**src/rtl/fb_pixel_writer.sv**
```systemverilog
// Frame-buffer write engine: PIXEL/FILL/CLEAR commands become RGB555 writes at 160x120.
// Optional VBLANK_SYNC_EN holds each new write request until vblank_i is high.
module fb_pixel_writer #(
    parameter int ADDR_WIDTH  = 15,
    parameter int DATA_WIDTH  = 16,
    parameter int BASE_ADDR   = 10000,
    parameter int FB_WIDTH    = 160,
    parameter int FB_HEIGHT   = 120,
    parameter int COORD_WIDTH = 8
) (
    input  logic                   clk,
    input  logic                   rst,
    input  logic                   cmd_valid_i,
    output logic                   cmd_ready_o,
    input  logic [1:0]             cmd_op_i,
    input  logic [COORD_WIDTH-1:0] cmd_x0_i,
    input  logic [COORD_WIDTH-1:0] cmd_y0_i,
    input  logic [COORD_WIDTH-1:0] cmd_x1_i,
    input  logic [COORD_WIDTH-1:0] cmd_y1_i,
    input  logic [23:0]            cmd_color_i,
    output logic                   mem_valid_o,
    input  logic                   mem_ready_i,
    output logic [ADDR_WIDTH-1:0]  mem_addr_o,
    output logic [DATA_WIDTH-1:0]  mem_data_o,
    input  logic                   vblank_i,
    output logic                   busy_o,
    output logic                   done_o,
    output logic                   err_o
);

    typedef enum logic [2:0] {
        S_IDLE, S_CHECK, S_WRITE, S_DONE, S_ERR
    } state_e;

    localparam logic [COORD_WIDTH-1:0] X_MAX = COORD_WIDTH'(FB_WIDTH - 1);
    localparam logic [COORD_WIDTH-1:0] Y_MAX = COORD_WIDTH'(FB_HEIGHT - 1);
    localparam logic [ADDR_WIDTH-1:0]  BASE_A = ADDR_WIDTH'(BASE_ADDR);
    localparam logic [ADDR_WIDTH-1:0]  ROW_A  = ADDR_WIDTH'(FB_WIDTH);

    state_e                 state_q, state_d;
    logic                   ready_q, ready_d;
    logic                   valid_q, valid_d;
    logic [ADDR_WIDTH-1:0]  addr_q, addr_d;
    logic [ADDR_WIDTH-1:0]  row_q, row_d;
    logic [DATA_WIDTH-1:0]  data_q, data_d;
    logic [COORD_WIDTH-1:0] x0_q, x0_d, y0_q, y0_d;
    logic [COORD_WIDTH-1:0] x1_q, x1_d, y1_q, y1_d;
    logic [COORD_WIDTH-1:0] x_q, x_d, y_q, y_d;
    logic                   rsv_q, rsv_d;
    logic                   bad;
    logic                   gate;
    logic                   unused_color;

`ifdef VBLANK_SYNC_EN
    assign gate = vblank_i;
`else
    logic unused_vblank;
    assign unused_vblank = vblank_i;
    assign gate = 1'b1;
`endif

    assign unused_color = ^{cmd_color_i[18:16], cmd_color_i[10:8],
                            cmd_color_i[2:0]};

    assign bad = rsv_q || (x0_q > x1_q) || (y0_q > y1_q)
              || (x1_q > X_MAX) || (y1_q > Y_MAX);

    always_comb begin
        state_d = state_q;
        valid_d = valid_q;
        addr_d  = addr_q;
        row_d   = row_q;
        data_d  = data_q;
        x0_d    = x0_q;
        y0_d    = y0_q;
        x1_d    = x1_q;
        y1_d    = y1_q;
        x_d     = x_q;
        y_d     = y_q;
        rsv_d   = rsv_q;
        unique case (state_q)
            S_IDLE: begin
                if (cmd_valid_i && ready_q) begin
                    state_d = S_CHECK;
                    data_d  = DATA_WIDTH'({1'b0, cmd_color_i[7:3],
                                           cmd_color_i[15:11],
                                           cmd_color_i[23:19]});
                    rsv_d   = (cmd_op_i == 2'b11);
                    x0_d    = cmd_x0_i;
                    y0_d    = cmd_y0_i;
                    x1_d    = cmd_x1_i;
                    y1_d    = cmd_y1_i;
                    if (cmd_op_i == 2'b00) begin
                        x1_d = cmd_x0_i;
                        y1_d = cmd_y0_i;
                    end else if (cmd_op_i == 2'b10) begin
                        x0_d = '0;
                        y0_d = '0;
                        x1_d = X_MAX;
                        y1_d = Y_MAX;
                    end
                end
            end
            S_CHECK: begin
                if (bad) begin
                    state_d = S_ERR;
                end else begin
                    state_d = S_WRITE;
                    x_d     = x0_q;
                    y_d     = y0_q;
                    // constant-coefficient product folds into shift/add
                    row_d   = BASE_A + ADDR_WIDTH'(y0_q) * ROW_A;
                    addr_d  = row_d + ADDR_WIDTH'(x0_q);
                    valid_d = gate;
                end
            end
            S_WRITE: begin
                if (valid_q && mem_ready_i) begin
                    if (x_q == x1_q && y_q == y1_q) begin
                        valid_d = 1'b0;
                        state_d = S_DONE;
                    end else if (x_q == x1_q) begin
                        x_d     = x0_q;
                        y_d     = y_q + 1'b1;
                        row_d   = row_q + ROW_A;
                        addr_d  = row_d + ADDR_WIDTH'(x0_q);
                        valid_d = gate;
                    end else begin
                        x_d     = x_q + 1'b1;
                        addr_d  = addr_q + 1'b1;
                        valid_d = gate;
                    end
                end else if (!valid_q) begin
                    valid_d = gate;
                end
            end
            S_DONE:  state_d = S_IDLE;
            S_ERR:   state_d = S_IDLE;
            default: state_d = S_IDLE;
        endcase
    end

    assign ready_d = (state_d == S_IDLE);

    always_ff @(posedge clk or posedge rst) begin
        if (rst) begin
            state_q <= S_IDLE;
            ready_q <= 1'b0;
            valid_q <= 1'b0;
            addr_q  <= '0;
            row_q   <= '0;
            data_q  <= '0;
            x0_q    <= '0;
            y0_q    <= '0;
            x1_q    <= '0;
            y1_q    <= '0;
            x_q     <= '0;
            y_q     <= '0;
            rsv_q   <= 1'b0;
        end else begin
            state_q <= state_d;
            ready_q <= ready_d;
            valid_q <= valid_d;
            addr_q  <= addr_d;
            row_q   <= row_d;
            data_q  <= data_d;
            x0_q    <= x0_d;
            y0_q    <= y0_d;
            x1_q    <= x1_d;
            y1_q    <= y1_d;
            x_q     <= x_d;
            y_q     <= y_d;
            rsv_q   <= rsv_d;
        end
    end

    assign cmd_ready_o = ready_q;
    assign mem_valid_o = valid_q;
    assign mem_addr_o  = addr_q;
    assign mem_data_o  = data_q;
    assign busy_o      = (state_q != S_IDLE);
    assign done_o      = (state_q == S_DONE) || (state_q == S_ERR);
    assign err_o       = (state_q == S_ERR);

endmodule

```
**config.mk**
```make
export PLATFORM = sky130hd
export DESIGN_NAME = fb_pixel_writer
export DESIGN_NICKNAME = d
export VERILOG_FILES = /design/src/rtl/fb_pixel_writer.sv
export SDC_FILE = /design/constraint.sdc
export NUM_CORES = 1
export LEC_CHECK = 0
export ABC_CLOCK_PERIOD_IN_PS = 3560
export CAP_MARGIN = 15
export CORE_MARGIN = 2
export CORE_UTILIZATION = 61
export CTS_CLUSTER_SIZE = 16
export DETAILED_ROUTE_END_ITERATION = 10
export DONT_BUFFER_PORTS = 1
export HOLD_SLACK_MARGIN = 0.02
export PLACE_DENSITY = 0.86
export SLEW_MARGIN = 15
export SYNTH_ARGS = -nofsm -noshare
export SYNTH_HDL_FRONTEND = slang
export SYNTH_SLANG_ARGS = --single-unit
```
**constraint.sdc**
```tcl
create_clock -name clk -period 3.56 [get_ports clk]
set_input_delay 0.712 -clock clk [delete_from_list [all_inputs] [get_ports clk]]
set_output_delay 0.712 -clock clk [all_outputs]
set_load 0.05 [all_outputs]
```
==> results.cfg <==
[floorplan]
num_io_pins = 99
dieWidth_um = 107.2
die_height_um = 107.2
die-area_um2 = 11500
rows = 37
core-area_um2 = 10320
initial_utilization_pct = 62.99

[setup_path]
crit_type = flip-flop to flip-flop
reg2reg_slack_ns = 0.31
worst-path-max-fanout = 4
required_ns = 3.86
r2r_start = y0_q[1]
worst_setup_path_end_kind = flip-flop
startpoint_type = flip-flop
reg2reg_depth = 10
worstReg2RegEnd = mem_addr_o[13]
arrival_ns = 3.55

[detailed_routing]
vias = 5613
drt-total-wl_um = 16030
antenna_left = 0
firstDrtPassIters = 5
drt_iter0_drc = 555
wl_per_cell_um = 18.55
drcViolationCount = 0
routed_via_density = 6.497

[timing]
max_freq_mhz = 307.6
fin_crit_sh_pct = 91.33
drv_slew = 0
fin_setup_tns_ns = 0
slew_headroom_pct = 55.81
setup_viol_count_final = 0
rsz0062_at_grt = no
setup_slack_ns = 0.3086
worstMarginPinSlew_ns = 0.6605
period_needed_ns = 3.251
fin_skew_ns = 0.01089
finalHoldViolCount = 0

[cells_and_area]
final_util_pct = 66.09
seq_area_um2 = 2377
multi_input_area_um2 = 3850
syn2layout_area_growth_pct = 4.926
nFillCells = 817
nNetsFinal = 829
final_cells = 864
diodes = 0
finish.instance_area_um2 = 6823
drive_above_1_share_pct = 9.615

[clock_network]
tritoncts = built
cts.sinks = 95
postCtsHoldBufs = 0
clock_latency_ns = 0.38
postCtsSetupBuffers = 0
cts_buffers = 9
path_clk_slew_ns = 0.10
h-tree-depth = 3
cts_buffer_depth = 2
cts_resized = 0
cts_root_buf = clkbuf_8

[placed_design]
dp_slack_ns = 0.3286
gp_congestion = 0.9426
portBuffers = 0
dp_cells = 848
placed_area_um2 = 6650
hpwl_um = 11890

[status]
outcome = finished clean

[global_routing]
grt_pass1_wl_um = 26190
antenna_found_initial = 0
grt_usage_pct = 28.45
grt_pass1_vias = 5506
grt.overflow.total = 0
grt_max_degree = 49

[synthesis]
synth.distinct_cells = 66
synth-seq-area-share_pct = 36.56
synth.avg_cell_area_um2 = 8.871
async_reset_ff_share_pct = 100.0
yosysTopAreaCell = dfrtp_1
yosysWarnings = 0
synth_edf_count = 0
synth.area.top_cells = dfrtp_1 (37%), ha_1 (7.9%), nand2_1 (5.3%)
synth_cells = 733
synth.net_count = 839
syn_area_um2 = 6502
ys_seq_elements = 95
synth_top_area_share_pct = 36.56
synth_ff_type = dfrtp_1

[power_and_ir_drop]
p_per_area_nw_per_um2 = 1092
leakage_uw = 0.002976
irDropWorstVdd_mv = 0.6180

[run]
drv_cap = 0

[hold_path]
hold_class = input pin to async pin
[power by group]
group	total (uW)	internal [uW]	switching (uW)
registers	2840	1580	1260
logic	3950	1720	2230
clock network	670	259	411
[worst max-delay path, stage by stage (launching register included)]
cell	delay [ns]
dfrtp_1	0.39
ha_1	0.30
ha_1	0.23
fa_1	0.49
inv_1	0.08
ha_1	0.23
xnor3_2	0.29
or3_1	0.45
a2111oi_1	0.43
o21ai_1	0.15
o211ai_1	0.14
[cell usage in the layout (no fill, tap or decap), types with 8 or more instances in the layout]
master     n
clkbuf_8   9
mux2_2    18
xor2_1    19
nand3_1   27
o211ai_1  12
ha_1      41
nor3_1     9
o22ai_1   16
o21ai_0   65
dfrtp_1   95
a21oi_1   48
inv_1     34
xnor2_1   30
buf_4     16
nand2_1   91
nand4_1   17
mux2_1     8
nor2_1    33
[synthesized netlist by cell type (4+ instances only)]
cell       number
and3_1          7
nand2b_1        6
a221oi_1        4
a211oi_1        7
o211ai_1       12
or3_1           4
buf_2          11
mux2_1          8
inv_1          35
ha_1           41
mux2i_1         7
nand4_1        17
xor2_1         19
o21ai_0        65
a22o_1          5
and4_1          4
clkbuf_1       23
nand3_1        28
o21a_1          4
a21o_1          6
nor2_1         33
xnor2_1        30
nor3_1          9
nand2_1        91
or2_2           4
o22ai_1        16
a2bb2oi_1       6
mux2_2         18
and2_1          7
a21oi_1        48
dfrtp_1        95
[metal layers]
| layer | up-vias | routed length [um] | GRT usage, % |
|---|---|---|---|
| met3 | 28 | 1129 | 5.228 |
| li1 | 2638 | - | - |
| met5 | - | 0 | 0 |
| met1 | 2724 | 6975 | 38.86 |
| met4 | 0 | 265 | 8.071 |
| met2 | 223 | 7656 | 46.43 |
[registers in the layout (all words and copies together), names as in the netlist]
name	flops
y1_q	8
mem_data_o	15
row_q	11
cmd_ready_o	1
x1_q	8
mem_addr_o	15
y_q	8
x_q	8
state_q	3
x0_q	8
rsv_q	1
mem_valid_o	1
y0_q	8
[logic make-up after synthesis]
logic type,Yosys count,share of synthesized area [%]
XOR/XNOR,50,6.965
flip-flops,95,36.56
other,1,0.05767
buffers and inverters,72,4.483
AO/OA/AOI/OAI,214,21.05
AND/OR/NAND/NOR,225,16.80
multiplexers,33,5.580
adder cells (fa/ha/maj),43,8.505
[metrics by stage]
step / hold WS, ns / power (uW)
2_1_floorplan: 0.4413 / 5794
3_3_place_gp: 0.4566 / 6532
3_5_place_dp: 0.4725 / 6738
4_1_cts: 0.2958 / 7413
5_1_grt: 0.3222 / 8018
6_report: 0.2667 / 7453
[area by class of cell]
| type | instances | area share [%] |
|---|---|---|
| repair buffers | 16 | 1.760 |
| clock buffers | 10 | 1.871 |
| multi-input cells | 566 | 56.43 |
| clock inverters | 6 | 0.6418 |
| inverters | 35 | 1.962 |
| flip-flops and latches | 95 | 34.84 |
| well taps | 136 | 2.494 |
[worst max-delay path by stage]
stage,startpoint,end,cells after the start
floorplan,rst,cmd_ready_o,1
global placement,y0_q[1],mem_addr_o[14],12
detailed placement,y0_q[1],mem_addr_o[13],10
CTS,y0_q[1],mem_addr_o[13],10
global route,y0_q[1],mem_addr_o[13],10
finish,y0_q[1],mem_addr_o[13],10
Note: power is estimated with default switching activity, not from simulation.
